**src/rtl/cache_pkg.sv**
```systemverilog
// Shared geometry, refill FSM states and address split/compose helpers
// for the direct-mapped data cache.
package cache_pkg;

  localparam int ARCH_BITS       = 32;
  localparam int CACHE_LINE_SIZE = 128;
  localparam int LINE_BITS       = 2;
  localparam int OFFSET_BITS     = 4;
  localparam int TAG_BITS        = ARCH_BITS - LINE_BITS - OFFSET_BITS;

  typedef enum logic [1:0] {
    IDLE,
    WB,
    FILL,
    INSTALL
  } refill_state_t;

  function automatic logic [LINE_BITS-1:0] addr_index(input logic [ARCH_BITS-1:0] addr);
    return addr[OFFSET_BITS +: LINE_BITS];
  endfunction

  function automatic logic [TAG_BITS-1:0] addr_tag(input logic [ARCH_BITS-1:0] addr);
    return addr[ARCH_BITS-1 -: TAG_BITS];
  endfunction

  function automatic logic [ARCH_BITS-1:0] line_addr(input logic [TAG_BITS-1:0] tag,
                                                     input logic [LINE_BITS-1:0] index);
    return {tag, index, {OFFSET_BITS{1'b0}}};
  endfunction

endpackage

```
**src/rtl/cache_refill_ctrl_if.sv**
```systemverilog
// Line-wide memory port between the refill controller (master) and memory (slave).
// Handshake: mem_req is held with stable mem_we/mem_addr/mem_wdata until the
// one-cycle mem_ack completion pulse; on reads mem_rdata is valid with mem_ack.
interface cache_refill_ctrl_if;

  logic                                 mem_req;
  logic                                 mem_we;
  logic [cache_pkg::ARCH_BITS-1:0]       mem_addr;
  logic [cache_pkg::CACHE_LINE_SIZE-1:0] mem_wdata;
  logic [cache_pkg::CACHE_LINE_SIZE-1:0] mem_rdata;
  logic                                 mem_ack;

  modport master (
    output mem_req,
    output mem_we,
    output mem_addr,
    output mem_wdata,
    input  mem_rdata,
    input  mem_ack
  );

  modport slave (
    input  mem_req,
    input  mem_we,
    input  mem_addr,
    input  mem_wdata,
    output mem_rdata,
    output mem_ack
  );

endinterface

```
**src/rtl/cache_refill_stats.sv**
```systemverilog
// Miss and writeback event counters for the refill controller; the module
// exists only when CACHE_REFILL_STATS_EN is defined.
`ifdef CACHE_REFILL_STATS_EN
module cache_refill_stats (
  input  logic        clk,
  input  logic        rst,
  input  logic        miss_accept,
  input  logic        wb_ack,
  output logic [31:0] stat_misses,
  output logic [31:0] stat_writebacks
);

  // Both counters wrap naturally modulo 2^32.
  always_ff @(posedge clk) begin
    if (rst) begin
      stat_misses     <= '0;
      stat_writebacks <= '0;
    end else begin
      if (miss_accept) stat_misses     <= stat_misses + 32'd1;
      if (wb_ack)      stat_writebacks <= stat_writebacks + 32'd1;
    end
  end

endmodule
`endif

```
**src/rtl/cache_refill_ctrl.sv**
```systemverilog
// Miss sequencer: dirty-victim writeback, line fetch, one-cycle install strobe.
// Optional stats counters are built when CACHE_REFILL_STATS_EN is defined.
module cache_refill_ctrl
  import cache_pkg::*;
(
  input  logic                       clk,
  input  logic                       rst,
  input  logic                       miss_valid,
  output logic                       miss_ready,
  input  logic [ARCH_BITS-1:0]       miss_addr,
  input  logic                       victim_dirty,
  input  logic [TAG_BITS-1:0]        victim_tag,
  input  logic [CACHE_LINE_SIZE-1:0] victim_data,
  output logic                       busy,
  output logic                       fill_valid,
  output logic [LINE_BITS-1:0]       fill_index,
  output logic [TAG_BITS-1:0]        fill_tag,
  output logic [CACHE_LINE_SIZE-1:0] fill_data,
  cache_refill_ctrl_if.master        mem,
`ifdef CACHE_REFILL_STATS_EN
  output logic [31:0]                stat_misses,
  output logic [31:0]                stat_writebacks,
`endif
  output refill_state_t              dbg_state
);

  refill_state_t              state, state_n;
  logic                       accept;
  logic                       mem_req_q, mem_we_q, busy_q, fill_valid_q;
  logic [ARCH_BITS-1:0]       mem_addr_q, mem_addr_n;
  logic [CACHE_LINE_SIZE-1:0] mem_wdata_q, mem_wdata_n;
  logic [LINE_BITS-1:0]       fill_index_q, fill_index_n;
  logic [TAG_BITS-1:0]        fill_tag_q, fill_tag_n;
  logic [CACHE_LINE_SIZE-1:0] fill_data_q, fill_data_n;
  logic                       unused_offset;

  // Byte offset within the line never reaches memory: accesses are line-aligned.
  assign unused_offset = ^miss_addr[OFFSET_BITS-1:0];

  assign miss_ready = (state == IDLE) && !rst;
  assign accept     = miss_valid && miss_ready;

  always_comb begin
    state_n      = state;
    mem_addr_n   = mem_addr_q;
    mem_wdata_n  = mem_wdata_q;
    fill_index_n = fill_index_q;
    fill_tag_n   = fill_tag_q;
    fill_data_n  = fill_data_q;
    unique case (state)
      IDLE: begin
        if (accept) begin
          fill_index_n = addr_index(miss_addr);
          fill_tag_n   = addr_tag(miss_addr);
          if (victim_dirty) begin
            state_n     = WB;
            mem_addr_n  = line_addr(victim_tag, addr_index(miss_addr));
            mem_wdata_n = victim_data;
          end else begin
            state_n    = FILL;
            mem_addr_n = line_addr(addr_tag(miss_addr), addr_index(miss_addr));
          end
        end
      end
      WB: begin
        // mem_req stays high into the read phase; only address/direction change.
        if (mem.mem_ack) begin
          state_n    = FILL;
          mem_addr_n = line_addr(fill_tag_q, fill_index_q);
        end
      end
      FILL: begin
        if (mem.mem_ack) begin
          state_n     = INSTALL;
          fill_data_n = mem.mem_rdata;
        end
      end
      INSTALL: begin
        state_n = IDLE;
      end
    endcase
  end

  always_ff @(posedge clk) begin
    if (rst) begin
      state        <= IDLE;
      mem_req_q    <= 1'b0;
      mem_we_q     <= 1'b0;
      busy_q       <= 1'b0;
      fill_valid_q <= 1'b0;
      mem_addr_q   <= '0;
      mem_wdata_q  <= '0;
      fill_index_q <= '0;
      fill_tag_q   <= '0;
      fill_data_q  <= '0;
    end else begin
      state        <= state_n;
      mem_req_q    <= (state_n == WB) || (state_n == FILL);
      mem_we_q     <= (state_n == WB);
      busy_q       <= (state_n != IDLE);
      fill_valid_q <= (state_n == INSTALL);
      mem_addr_q   <= mem_addr_n;
      mem_wdata_q  <= mem_wdata_n;
      fill_index_q <= fill_index_n;
      fill_tag_q   <= fill_tag_n;
      fill_data_q  <= fill_data_n;
    end
  end

  assign mem.mem_req   = mem_req_q;
  assign mem.mem_we    = mem_we_q;
  assign mem.mem_addr  = mem_addr_q;
  assign mem.mem_wdata = mem_wdata_q;
  assign busy          = busy_q;
  assign fill_valid    = fill_valid_q;
  assign fill_index    = fill_index_q;
  assign fill_tag      = fill_tag_q;
  assign fill_data     = fill_data_q;
  assign dbg_state     = state;

`ifdef CACHE_REFILL_STATS_EN
  logic wb_ack;
  assign wb_ack = (state == WB) && mem.mem_ack && !rst;

  cache_refill_stats u_stats (
    .clk             (clk),
    .rst             (rst),
    .miss_accept     (accept),
    .wb_ack          (wb_ack),
    .stat_misses     (stat_misses),
    .stat_writebacks (stat_writebacks)
  );
`endif

endmodule

```
**src/flat_wrapper.sv**
```systemverilog
// flat-port wrapper written by rule: the top's interface ports become plain ports
module cache_refill_ctrl_flat import cache_pkg::*;
  (clk, rst, miss_valid, miss_ready, miss_addr, victim_dirty, victim_tag, victim_data, busy, fill_valid, fill_index, fill_tag, fill_data, dbg_state, mem_mem_req, mem_mem_we, mem_mem_addr, mem_mem_wdata, mem_mem_rdata, mem_mem_ack);
  cache_refill_ctrl_if mem_i ();
  input  logic clk;
  input  logic rst;
  input  logic miss_valid;
  output logic miss_ready;
  input  logic [ARCH_BITS-1:0] miss_addr;
  input  logic victim_dirty;
  input  logic [TAG_BITS-1:0] victim_tag;
  input  logic [CACHE_LINE_SIZE-1:0] victim_data;
  output logic busy;
  output logic fill_valid;
  output logic [LINE_BITS-1:0] fill_index;
  output logic [TAG_BITS-1:0] fill_tag;
  output logic [CACHE_LINE_SIZE-1:0] fill_data;
  output refill_state_t dbg_state;
  output wire logic [$bits(mem_i.mem_req)-1:0] mem_mem_req;
  output wire logic [$bits(mem_i.mem_we)-1:0] mem_mem_we;
  output wire logic [$bits(mem_i.mem_addr)-1:0] mem_mem_addr;
  output wire logic [$bits(mem_i.mem_wdata)-1:0] mem_mem_wdata;
  input wire logic [$bits(mem_i.mem_rdata)-1:0] mem_mem_rdata;
  input wire logic [$bits(mem_i.mem_ack)-1:0] mem_mem_ack;
  assign mem_mem_req = mem_i.mem_req;
  assign mem_mem_we = mem_i.mem_we;
  assign mem_mem_addr = mem_i.mem_addr;
  assign mem_mem_wdata = mem_i.mem_wdata;
  assign mem_i.mem_rdata = mem_mem_rdata;
  assign mem_i.mem_ack = mem_mem_ack;
  cache_refill_ctrl u_core (.clk(clk), .rst(rst), .miss_valid(miss_valid), .miss_ready(miss_ready), .miss_addr(miss_addr), .victim_dirty(victim_dirty), .victim_tag(victim_tag), .victim_data(victim_data), .busy(busy), .fill_valid(fill_valid), .fill_index(fill_index), .fill_tag(fill_tag), .fill_data(fill_data), .mem(mem_i), .dbg_state(dbg_state));
endmodule
```
**config.mk**
```make
export PLATFORM = sky130hd
export DESIGN_NAME = cache_refill_ctrl_flat
export DESIGN_NICKNAME = d
export VERILOG_FILES = /design/src/rtl/cache_pkg.sv /design/src/rtl/cache_refill_ctrl_if.sv /design/src/rtl/cache_refill_stats.sv /design/src/rtl/cache_refill_ctrl.sv /design/src/flat_wrapper.sv
export SDC_FILE = /design/constraint.sdc
export NUM_CORES = 1
export LEC_CHECK = 0
export BUFFER_PORTS_ARGS = -buffer_cell sky130_fd_sc_hd__buf_2
export CAP_MARGIN = 5
export CORE_AREA = 3 3 251 253
export DETAILED_ROUTE_END_ITERATION = 10
export DIE_AREA = 0 0 254 256
export PLACE_DENSITY = 0.52
export SYNTH_ARGS = -nofsm -noshare
export SYNTH_HDL_FRONTEND = slang
export SYNTH_SLANG_ARGS = --single-unit
```
**constraint.sdc**
```tcl
create_clock -name clk -period 2.28 [get_ports clk]
set_input_delay 0.342 -clock clk [delete_from_list [all_inputs] [get_ports clk]]
set_output_delay 0.342 -clock clk [all_outputs]
set_load 0.01 [all_outputs]
```
======== After elaboration in Yosys (flattened, before gate mapping) ========
Index checks and enable logic that the tools add are counted.
operators by class
  equal/unequal tests ..................... 8
  mux-type cells .......................... 9
  reduce and logical (&&, ||, !) cells .... 11
operators by type and width
  cell                                            number
  two-way mux 32 bit                              3
  case mux 32 bit (2 select lines)                1
  == test 2 bit (second input constant)           4
  two-way mux 2 bit                               4
  case mux 2 bit (4 select lines)                 1
  AND reduction 3 bit                             2
  == test 2 x 1 -> 1 bit (second input constant)  2
  AND reduction 2 bit                             2
  nonzero test 2 bit                              2
  logical AND 1 bit                               2
  zero test 2 bit                                 1
  != test 2 x 1 -> 1 bit (second input constant)  1
  != test 2 bit (second input constant)           1
  zero test 1 bit                                 1
  logical OR 1 bit                                1
word-level totals
  register bits after elaboration ......... 322
  input port bits ......................... 319
  output and inout bits ................... 323
  logic and storage cells ................. 38

======== Longest topological paths before layout ========
Gate-level depths: netlist of the first run.
  depth after elaboration ................. 7
  gate-level depth with buffers ........... 8

======== Worst setup path after synthesis of the first run ========
Ideal clock, no wire load.
  kind .................................... flip-flop to flip-flop
  start point ............................. register u_core.state[1] (netlist: u_core.dbg_state[1])
  end point ............................... register u_core.mem_req_q (netlist: u_core.mem.mem_req)
  library setup time ...................... 0.127 ns
  arrival ................................. 1.585 ns
  data required time ...................... 2.153 ns
  path slack .............................. 0.568 ns
  cell stages (with the launch flop) ...... 8
  path through ............................ dfxtp_1 -> buf_6 -> or2_1 -> buf_2 -> clkbuf_1 -> o2bb2ai_1 -> ha_1 -> nor2b_1
on the way
  cells in the longest elaborated chain, start to end .. 7
  elaborated cells between the ends (all ways) .. 13
  those cells by class .................... eq/ne: 5; mux: 4; reduce/logical: 4
ends and longest elaborated chain
  what                                                            line                                              source
  start: declaration                                              cache_refill_ctrl.sv:27                           refill_state_t state, state_n;
  start signal: assignment                                        cache_refill_ctrl.sv:97                           state <= state_n;
  zero test 2 bit                                                 cache_refill_ctrl.sv:40, cache_refill_ctrl.sv:50
  logical AND 1 bit                                               cache_refill_ctrl.sv:40                           assign miss_ready = (state == IDLE) && !rst;
  logical AND 1 bit                                               cache_refill_ctrl.sv:41                           assign accept = miss_valid && miss_ready;
  two-way mux 2 bit                                               cache_refill_ctrl.sv:52                           if (accept) begin
  case mux 2 bit (4 select lines) *                               cache_refill_ctrl.sv:50                           unique case (state)
  == test 2 x 1 -> 1 bit / == test 2 bit (equally long branches)  cache_refill_ctrl.sv:98                           mem_req_q <= (state_n == WB) || (state_n == FILL);
  logical OR 1 bit *                                              cache_refill_ctrl.sv:98
  end signal: assignment                                          cache_refill_ctrl.sv:98
  end: declaration                                                cache_refill_ctrl.sv:29                           logic mem_req_q, mem_we_q, busy_q, fill_valid_q;
Mark *: on every way between the ends. The rest lies on a longest branch, timed or not.
A chain may end at the register's enable or synchronous reset.

======== Final worst setup path of the first run ========
  start point ............................. register u_core.state[0] (netlist: u_core.dbg_state[0])
  end point ............................... output miss_ready
on the way
  cells in the longest elaborated chain, start to end .. 2
ends and longest elaborated chain
  what               line                     source
  zero test 2 bit    cache_refill_ctrl.sv:40
  logical AND 1 bit  cache_refill_ctrl.sv:40
  end: declaration   flat_wrapper.sv:8        output logic miss_ready;
No other way between the ends.

==> out/qor.csv, run 1 <==
metric;value;unit
hold_end;u_core.fill_data[42];
cts_tree;done;
multi_input_area;4960;um2
ff2ff_path_depth;5;
synthMostInstantiatedCell;dfxtp_1;
relSlewSlack;46.2;%
vdd_drop_max;487;uV
synth_edf_count;0;
startpoint_type;flop;
syn_to_final_growth;42.0;%
cts_hold_buf;0;
async_flop_share;0;%
wire_per_inst;16.1;um
path_delay_family;flip-flops;
numCtsBuffers;37;
cp-end-kind;output pin;
grt_pass1_wl;67700;um
yosysTopAreaCellShare;53.1;%
grt_pass1_vias;11800;
grt_max_degree;144;
clock_skew;0.00927;ns
ys.flop_type;dfxtp_1;
min_from;mem_mem_rdata[42];
die_h;256;um
fin_nets;2314;
post-route-min-period;2.09;ns
fmax;477;MHz
coreArea;61300;um2
initial_core_util;19.6;%
synth.top_cells.by_count;dfxtp_1 (318), nand2_1 (313), a21oi_1 (287), nand3_1 (129), o21ai_0 (128);
clock_path_buffers;3;
avgSynthCellArea;8.39;um2
worstSkewPairLatency;0.53;ns
syn_area;12000;um2
crit_fanout;20;
p_sw_share;27.6;%
r2r_slack;0.58;ns
maxCapViolCount;0;
clock-sinks;318;
hp-class;in2reg;
drtIter0Drc;879;
p_comb_share;15.7;%
crit_chain;or2_4, buf_4, nor2_1, buf_2;
cts-htree-levels;2;
hold_viol_final;0;
setup_tns;0;ns
pwr-share-seq;43.3;%
p_int;10.1;mW
slowest_stage;dfxtp_1;
grt.total_usage;12.9;%
synth_warnings;0;
dr.pass1.iters;7;
cp.buffers_inverters;2;
crit-reg2reg-launch;u_core.dbg_state[0];
ys_seq_area_share;53.1;%
worst_pin_slew;0.807;ns
cp.arrival;1.75;ns
maxSlewViolCount;0;
worstPathRequired;1.94;ns
pin_count;642;
grt_overflow;0;
synth_area_leaders;dfxtp_1 (53%), a21oi_1 (12%), nand2_1 (9.8%);
hpwl;31900;um
critPathKind;reg2out;
p_switching;3.84;mW
port_buffers;633;
cts_setup_buffers;0;
r2r_end;u_core.fill_tag[0];
synth_cells;1427;
nFillCells;6726;
fin_crit_sh;91.9;%
ys_seq_elements;318;
hold_path_depth;3;
gp_congestion;0.809;
fp.dieW;254;um
remaining_drc_errors;0;
clkPwrFrac;41.0;%
p_total;13.9;mW
num_vias;12400;
antenna_found_initial;3;
outcome;finished clean;
drt_wl_total;45100;um
synth_cell_types;29;
final-seq-area;6370;um2
max_stage_delay;0.47;ns
die_area;65000;um2
vias_per_cell;4.41;
drtAntennaViolNets;0;
num_rows;91;
drive_gt1_share;37.3;%
rsz0062_at_grt;no;
clk_pin_slew_worst_paths;0.06;ns
setup_violations;0;
power.density;818;nW/um2
post-synth-top-area-cell;dfxtp_1;
power.leakage;7.52;nW
clockRootBuffer;clkbuf_16;
-- metrics by stage --
stage	hold slack [ns]	utilization [%]	area (um2)	instances	worst slack (ns)
after floorplan	0.478	-	12000	1430	0.568
after global placement	0.440	25.9	15800	2743	0.420
after detailed placement	0.442	25.9	15800	2743	0.385
after CTS	0.00186	27.7	17000	2802	0.106
after global routing	0.0154	27.7	17000	2803	0.0499
final	0.0499	27.8	17000	2807	0.185
-- state kept, by name (all words and copies together) (netlist names), 2 cells and up --
signal and cells:
u_core.fill_data 128, u_core.dbg_state 2, u_core.mem.mem_wdata 128, u_core.fill_index 2
u_core.fill_tag 26, u_core.mem.mem_addr 28
-- cells by family after synthesis --
group	after synthesis	share of synthesized area [%]
compound gates	446	19.6
buf+inv	143	5.68
other cells	1	0.0313
fa+ha+maj	3	0.313
simple gates	461	16.4
flops	318	53.1
mux	55	4.88
-- worst max-delay path by stage --
stage | slack (ns) | end | cells after the start | from
final | 0.19 | miss_ready | 4 | u_core.dbg_state[0]
after global routing | 0.05 | miss_ready | 4 | u_core.dbg_state[0]
after global placement | 0.42 | u_core.fill_valid | 5 | u_core.dbg_state[1]
after CTS | 0.11 | miss_ready | 4 | u_core.dbg_state[0]
after floorplan | 0.57 | u_core.mem.mem_req | 7 | u_core.dbg_state[1]
after detailed placement | 0.38 | u_core.fill_data[110] | 4 | u_core.dbg_state[1]
-- placed cells by master, fill, tap and decap left out, types with 5 or more instances in the layout --
cell type | Yosys | final
clkbuf_16 | 0 | 39
nand2_1 | 313 | 313
a21oi_1 | 287 | 287
buf_2 | 55 | 632
clkinv_2 | 0 | 7
clkbuf_1 | 67 | 5
o21ai_0 | 128 | 128
o2bb2ai_1 | 27 | 27
mux2_2 | 27 | 27
nand3_1 | 129 | 129
mux2i_1 | 28 | 28
diode_2 | 0 | 5
clkbuf_8 | 0 | 6
buf_4 | 8 | 20
buf_12 | 0 | 9
dfxtp_1 | 318 | 317
-- metal layers --
layer	GRT usage (%)	up-vias	wire length, um
li1	-	5995	-
met1	14.9	5808	17700
met2	22.6	509	22000
met3	4.19	73	4140
met4	4.25	0	1270
met5	0	-	0
-- power groups by stage --
stage                     combinational (mW)  clock (mW)  sequential (mW)
after global placement                  2.17           0             6.13
after detailed placement                2.21           0             6.14
after CTS                               2.21        5.93             6.03
final                                   2.18        5.71             6.03
after global routing                    2.40        6.14             6.06
after floorplan                         1.07           0             6.27
-- tightest hold or removal path, stage by stage --
cell     delay (ns)
buf_2          0.10
nand2_1        0.04
a21oi_1        0.05
-- area by class of cell --
class,count,share of cell area [%]
Sequential cell,318,37.4
Multi-Input combinational cell,969,29.2
Timing Repair Buffer,662,20.6
Clock buffer,50,6.34
Tap cell,790,5.81
Clock inverter,9,0.434
Inverter,4,0.0883
Antenna cell,5,0.0736
-- repair_timing --
| action | in CTS | in global routing |
|---|---|---|
| endpoints found under the hold margin | 0 | 0 |
| gates resized for setup | 1 | 0 |
| endpoints found under the setup margin | 1 | 0 |
No activity file was read; power rests on OpenSTA's default activity.
==> run 2, diff against run 1 <==
CORE_AREA = 3 3 246 248   (was 3 3 251 253)
DIE_AREA = 0 0 249 251   (was 0 0 254 256)
PLACE_DENSITY = 0.54   (was 0.52)
SYNTH_HIERARCHICAL = 1   (was default)
==> run 2 against run 1 <==
Worst setup slack better by 0.15 ns. Highest routed layer is now met5. Via count decreased by 4.9%. Combinational power up 5%. Utilization is 4.7 points higher. Largest power group is now clock. Clock skew grew 0.0054 ns. Critical endpoint unchanged. Cell count is 0.89% higher.
==> out/qor.csv, run 2 <==
metric;value;unit;change
fp.dieW;249;um;-2.0%
drt_wl_total;50300;um;+11%
cts_tree;done;;
drtIter0Drc;399;;-55%
async_flop_share;0;%;unchanged
synth_area_leaders;dfxtp_1 (52%), mux2_1 (10%), nand2_1 (9.7%);;
setup_violations;0;;unchanged
pin_count;642;;unchanged
maxCapViolCount;0;;unchanged
fmax;515;MHz;+8.0%
finalInstanceArea;19000;um2;+12%
coreArea;58700;um2;-4.2%
synthMostInstantiatedCell;dfxtp_1;;
fin_nets;2347;;+1.4%
ys.flop_type;dfxtp_1;;
ctsResizeCount;0;;-1
rsz0062_at_grt;no;;
power.leakage;9.04;nW;+20%
ys_seq_elements;318;;unchanged
fin_crit_sh;85.1;%;-6.8 points
syn_area;12200;um2;+2.0%
relSlewSlack;28.0;%;-18 points
worstSkewPairLatency;0.54;ns;about the same
grt_pass1_vias;12200;;+3.2%
die_area;62500;um2;-3.9%
critPathKind;reg2out;;
crit_fanout;10;;-50%
cts_hold_buf;172;;+172
synth_warnings;6;;+6
place_ws;0.401;ns;+0.0163 ns
cts_setup_buffers;0;;unchanged
num_rows;89;;-2.2%
startpoint_type;flop;;
grt_pass1_wl;73800;um;+9.0%
port_buffers;633;;unchanged
worst_pin_slew;1.08;ns;+0.273 ns
dr.pass1.iters;5;;-2
layout_common_cells;buf_2 (632), dfxtp_1 (318), nand2_1 (313), dlygate4sd3_1 (172), a21oi_1 (159);;
drtAntennaViolNets;0;;unchanged
p_total;14.6;mW;+4.8%
yosysTopAreaCellShare;52.1;%;-1.0 points
vias_per_cell;4.16;;-5.8%
antenna_found_initial;25;;+22
maxSlewViolCount;0;;unchanged
grt_overflow;0;;unchanged
setup_tns;0;ns;unchanged
numCtsBuffers;38;;+2.7%
die_h;251;um;-2.0%
num_vias;11800;;-4.9%
synth_cell_types;30;;+3.4%
hold_ws;0.0423;ns;-0.00761 ns
cp-end-kind;output pin;;
avgSynthCellArea;9.74;um2;+16%
hpwl;37200;um;+17%
gp_congestion;0.830;;+2.6%
post-route-min-period;1.94;ns;-0.155 ns
clock-sinks;318;;unchanged
syn_to_final_growth;56.0;%;
worstPathRequired;1.94;ns;about the same
cts-htree-levels;2;;unchanged
layout_commonest_cell;buf_2;;
initial_core_util;20.8;%;+1.3 points
grt.total_usage;15.3;%;+2.4 points
clock_path_buffers;3;;unchanged
outcome;finished clean;;
clock_skew;0.0147;ns;+0.00542 ns
power.density;766;nW/um2;-6.4%
post-synth-top-area-cell;dfxtp_1;;
clk_pin_slew_worst_paths;0.06;ns;about the same
worst_slack;0.340;ns;+0.155 ns
hold_viol_final;0;;unchanged
grt_max_degree;135;;-6.3%
vdd_drop_max;584;uV;+20%
cp.arrival;1.60;ns;-0.15 ns
hp-class;in2reg;;
clockRootBuffer;clkbuf_16;;
synth_edf_count;0;;unchanged
remaining_drc_errors;0;;unchanged
synth.top_cells.by_count;dfxtp_1 (318), nand2_1 (314), a21oi_1 (159), nor2b_1 (128), mux2_1 (113);;
synth_cells;1254;;-12%
postPlaceCellArea;16000;um2;+1.3%
drive_gt1_share;37.0;%;-0.30 points
wire_per_inst;17.8;um;+10%
ys_seq_area_share;52.1;%;-1.0 points
[run 2: power breakdown]
group / total, mW / switching, mW / internal (mW) / leakage [nW]
Sequential: 6.13 / 0.199 / 5.93 / 2.59
Combinational: 2.29 / 1.20 / 1.09 / 5.84
Clock: 6.16 / 2.40 / 3.76 / 0.614
[run 2: final timing paths]
path	slack, ns	cells past startpoint	endpoint	start
worst min-delay path	0.04	2	u_core/mem.mem_wdata[16]	victim_data[16]
worst max-delay path	0.34	3	miss_ready	u_core/dbg_state[1]
worst min register to register	0.45	2	u_core/fill_data[27]	u_core/fill_data[27]
worst max register to register	0.35	5	u_core/fill_valid	u_core/dbg_state[1]
[run 2: cells by family after synthesis]
family / after synthesis / share of synthesized area (%)
and+or+nand+nor: 460 / 17.3
other: 1 / 0.0307
DFF: 318 / 52.1
AOI/OAI and AO/OA: 190 / 8.78
muxes: 183 / 16.6
buffers and inverters: 99 / 4.84
adders and majority gates: 3 / 0.307
[run 2: worst max-delay path: stages, from the launching register on]
cell and delay, ns:
dfxtp_1 0.43, or2_2 0.36, nor2_1 0.09, buf_2 0.18
[run 2: area by class of cell]
class,count,area [um2]
Antenna cell,9,22.5
Clock buffer,56,1130
Clock inverter,9,133
Fill cell,5980,39600
Inverter,3,11.3
Multi-Input combinational cell,840,5290
Sequential cell,318,6370
Tap cell,773,967
Timing Repair Buffer,824,5130
[run 2: metrics by stage]
step                      std cells  utilization, %
after CTS                      2823            32.4
final                          2832            32.5
after global placement         2586            27.3
after global routing           2831            32.5
after detailed placement       2586            27.3
after floorplan                1257               -
[run 2: layer usage]
layer  up-vias  routed length [um]  global-route usage, %
li1       5701                   -                      -
met1      5447               18600                   15.7
met2       515               25100                   28.0
met3       108                4600                   5.99
met4         2                2020                   6.42
met5         -                  10                      0
==> run 3, diff against run 2 <==
clock period = 2.4 ns   (was 2.28 ns; I/O delays follow)
==> run 3 against run 2 <==
Flip-flop and latch count unchanged. Worst setup slack gained 0.037 ns. Cell count fell by 2.3%. Routed wire length is 1.2% lower. Combinational power fell by 8.7%. Clock power shrank 4.1%. Register-to-register slack gained 0.12 ns. Hold slack lost 0.0011 ns. Die area stayed put. Non-clock buffer count fell by 64. Total power shrank 5.2%. Highest routed layer is now met4.
==> out/qor.csv, run 3 (synthesis gave the netlist of run 2 again) <==
metric;value;unit;change
dr.max_layer_used;met4;;
grt_overflow;0;;unchanged
cp.arrival;1.66;ns;+0.06 ns
drtIter0Drc;459;;+15%
grt_max_degree;136;;+0.74%
place_ws;0.485;ns;+0.0835 ns
placedCellCount;2586;;unchanged
outcome;finished clean;;
antenna_found_initial;24;;-4.0%
layout_commonest_cell;buf_2;;
pin_count;642;;unchanged
post-route-min-period;2.02;ns;
fp.dieW;249;um;unchanged
drtAntennaViolNets;0;;unchanged
r2r_end;u_core/fill_data[55];;
met2_length;25400;um;+1.3%
remaining_drc_errors;0;;unchanged
maxCapViolCount;0;;unchanged
clock-sinks;318;;unchanged
initial_core_util;20.8;%;unchanged
coreArea;58700;um2;unchanged
clock_path_buffers;3;;unchanged
startpoint_type;flop;;
drive_gt1_share;38.3;%;+1.2 points
worstPathRequired;2.04;ns;+0.10 ns
crit-reg2reg-launch;u_core/dbg_state[0];;
rsz0062_at_grt;no;;
grt_pass1_wl;73200;um;-0.87%
fin_crit_sh;84.3;%;
die_h;251;um;unchanged
port_buffers;633;;unchanged
hpwl;37300;um;+0.46%
setup_tns;0;ns;unchanged
worstSkewPairLatency;0.54;ns;about the same
num_rows;89;;unchanged
relSlewSlack;36.8;%;+8.8 points
cts_setup_buffers;0;;unchanged
worst_slack;0.378;ns;+0.0375 ns
hold_ws;0.0412;ns;-0.00107 ns
wl_met1;19200;um;+3.6%
fmax;494;MHz;
wl_met3;3650;um;-21%
gp_congestion;0.830;;about the same
hold_end;u_core/mem.mem_wdata[27];;
wire_per_inst;18.0;um;+1.1%
min_from;victim_data[27];;
ff2ff_path_depth;5;;unchanged
vias_per_cell;4.17;;+0.38%
clockRootBuffer;clkbuf_16;;
crit_fanout;11;;+1
die_area;62500;um2;unchanged
grt_pass1_vias;11900;;-2.9%
cts_tree;done;;
num_vias;11500;;-1.9%
worst_pin_slew;0.947;ns;-0.133 ns
power.leakage;8.81;nW;-2.6%
vdd_drop_max;589;uV;+0.75%
nFillCells;6073;;+1.6%
layout_common_cells;buf_2 (632), dfxtp_1 (318), nand2_1 (313), a21oi_1 (159), nor2b_1 (128);;
cp-end-kind;output pin;;
dr.pass1.iters;5;;unchanged
r2r_slack;0.47;ns;+0.12 ns
fin_nets;2283;;-2.7%
utilization;31.4;%;-1.0 points
hold_path_depth;2;;unchanged
cts-htree-levels;2;;unchanged
drt_wl_total;49700;um;-1.2%
maxSlewViolCount;0;;unchanged
numCtsBuffers;38;;unchanged
hold_viol_final;0;;unchanged
syn_to_final_growth;51.1;%;
setup_violations;0;;unchanged
critPathKind;reg2out;;
power.density;749;nW/um2;-2.1%
stdcell_count;2767;;-2.3%
hp-class;in2reg;;
clock_skew;0.0136;ns;-0.00109 ns
clk_pin_slew_worst_paths;0.06;ns;about the same
grt.total_usage;15.2;%;-0.18 points
==> run 3: cell types whose count changed in the layout (fill, tap and decap cells not counted), sizes merged <==
| cell | delta |
|---|---|
| dlygate4sd3 | -64 |
| clkinv | +5 |
| diode | -4 |
| clkbuf | +3 |
| clkinvlp | -2 |
| inv | -2 |
| bufinv | -1 |
==> run 3: through the flow <==
| stage | instance area [um2] | power (mW) |
|---|---|---|
| floorplan | 12200 | 6.94 |
| global placement | 16100 | 7.88 |
| detailed placement | 16100 | 7.91 |
| CTS | 18400 | 14.1 |
| global route | 18400 | 14.5 |
| finish | 18400 | 13.8 |
==> run 3: where the power goes <==
part           leakage [nW]  switching, mW  total (mW)  internal, mW
registers              2.59          0.189        5.82          5.64
logic                  5.58           1.12        2.09         0.968
clock network         0.637           2.30        5.91          3.60
==> run 3: layer usage <==
layer,vias up,global-route usage [%]
met1,5366,16.6
met5,-,0
met3,97,4.44
li1,5580,-
met4,0,4.10
met2,504,28.4
==> run 3: critical path, cell delays in order (launching register included) <==
cell	delay [ns]
dfxtp_1	0.46
or2_2	0.39
nor2_1	0.09
buf_2	0.18
==> run 3: area by class of cell <==
cell class	instances	area, um2	share of cell area (%)
tap	773	967	5.24
timing repair buffer	760	4510	24.5
clock inverter	9	103	0.556
multi-input combinational	840	5290	28.7
sequential	318	6370	34.5
inverter	3	11.3	0.0610
antenna	5	12.5	0.0678
clock buffer	59	1180	6.42
==> run 3: worst max path at each step <==
stage	slack [ns]	start	depth (start not counted)	endpoint
floorplan	0.80	victim_dirty	6	u_core/mem.mem_req
global placement	0.52	rst	5	u_core/mem.mem_wdata[29]
detailed placement	0.48	rst	5	u_core/mem.mem_wdata[23]
CTS	0.34	u_core/dbg_state[0]	3	miss_ready
global route	0.28	u_core/dbg_state[0]	3	miss_ready
finish	0.38	u_core/dbg_state[0]	3	miss_ready
==> run 3: what timing repair did <==
item / CTS / global route
endpoints found under the hold margin: 108 / 0
resized for setup: 0 / 0
hold buffers: 108 / 0
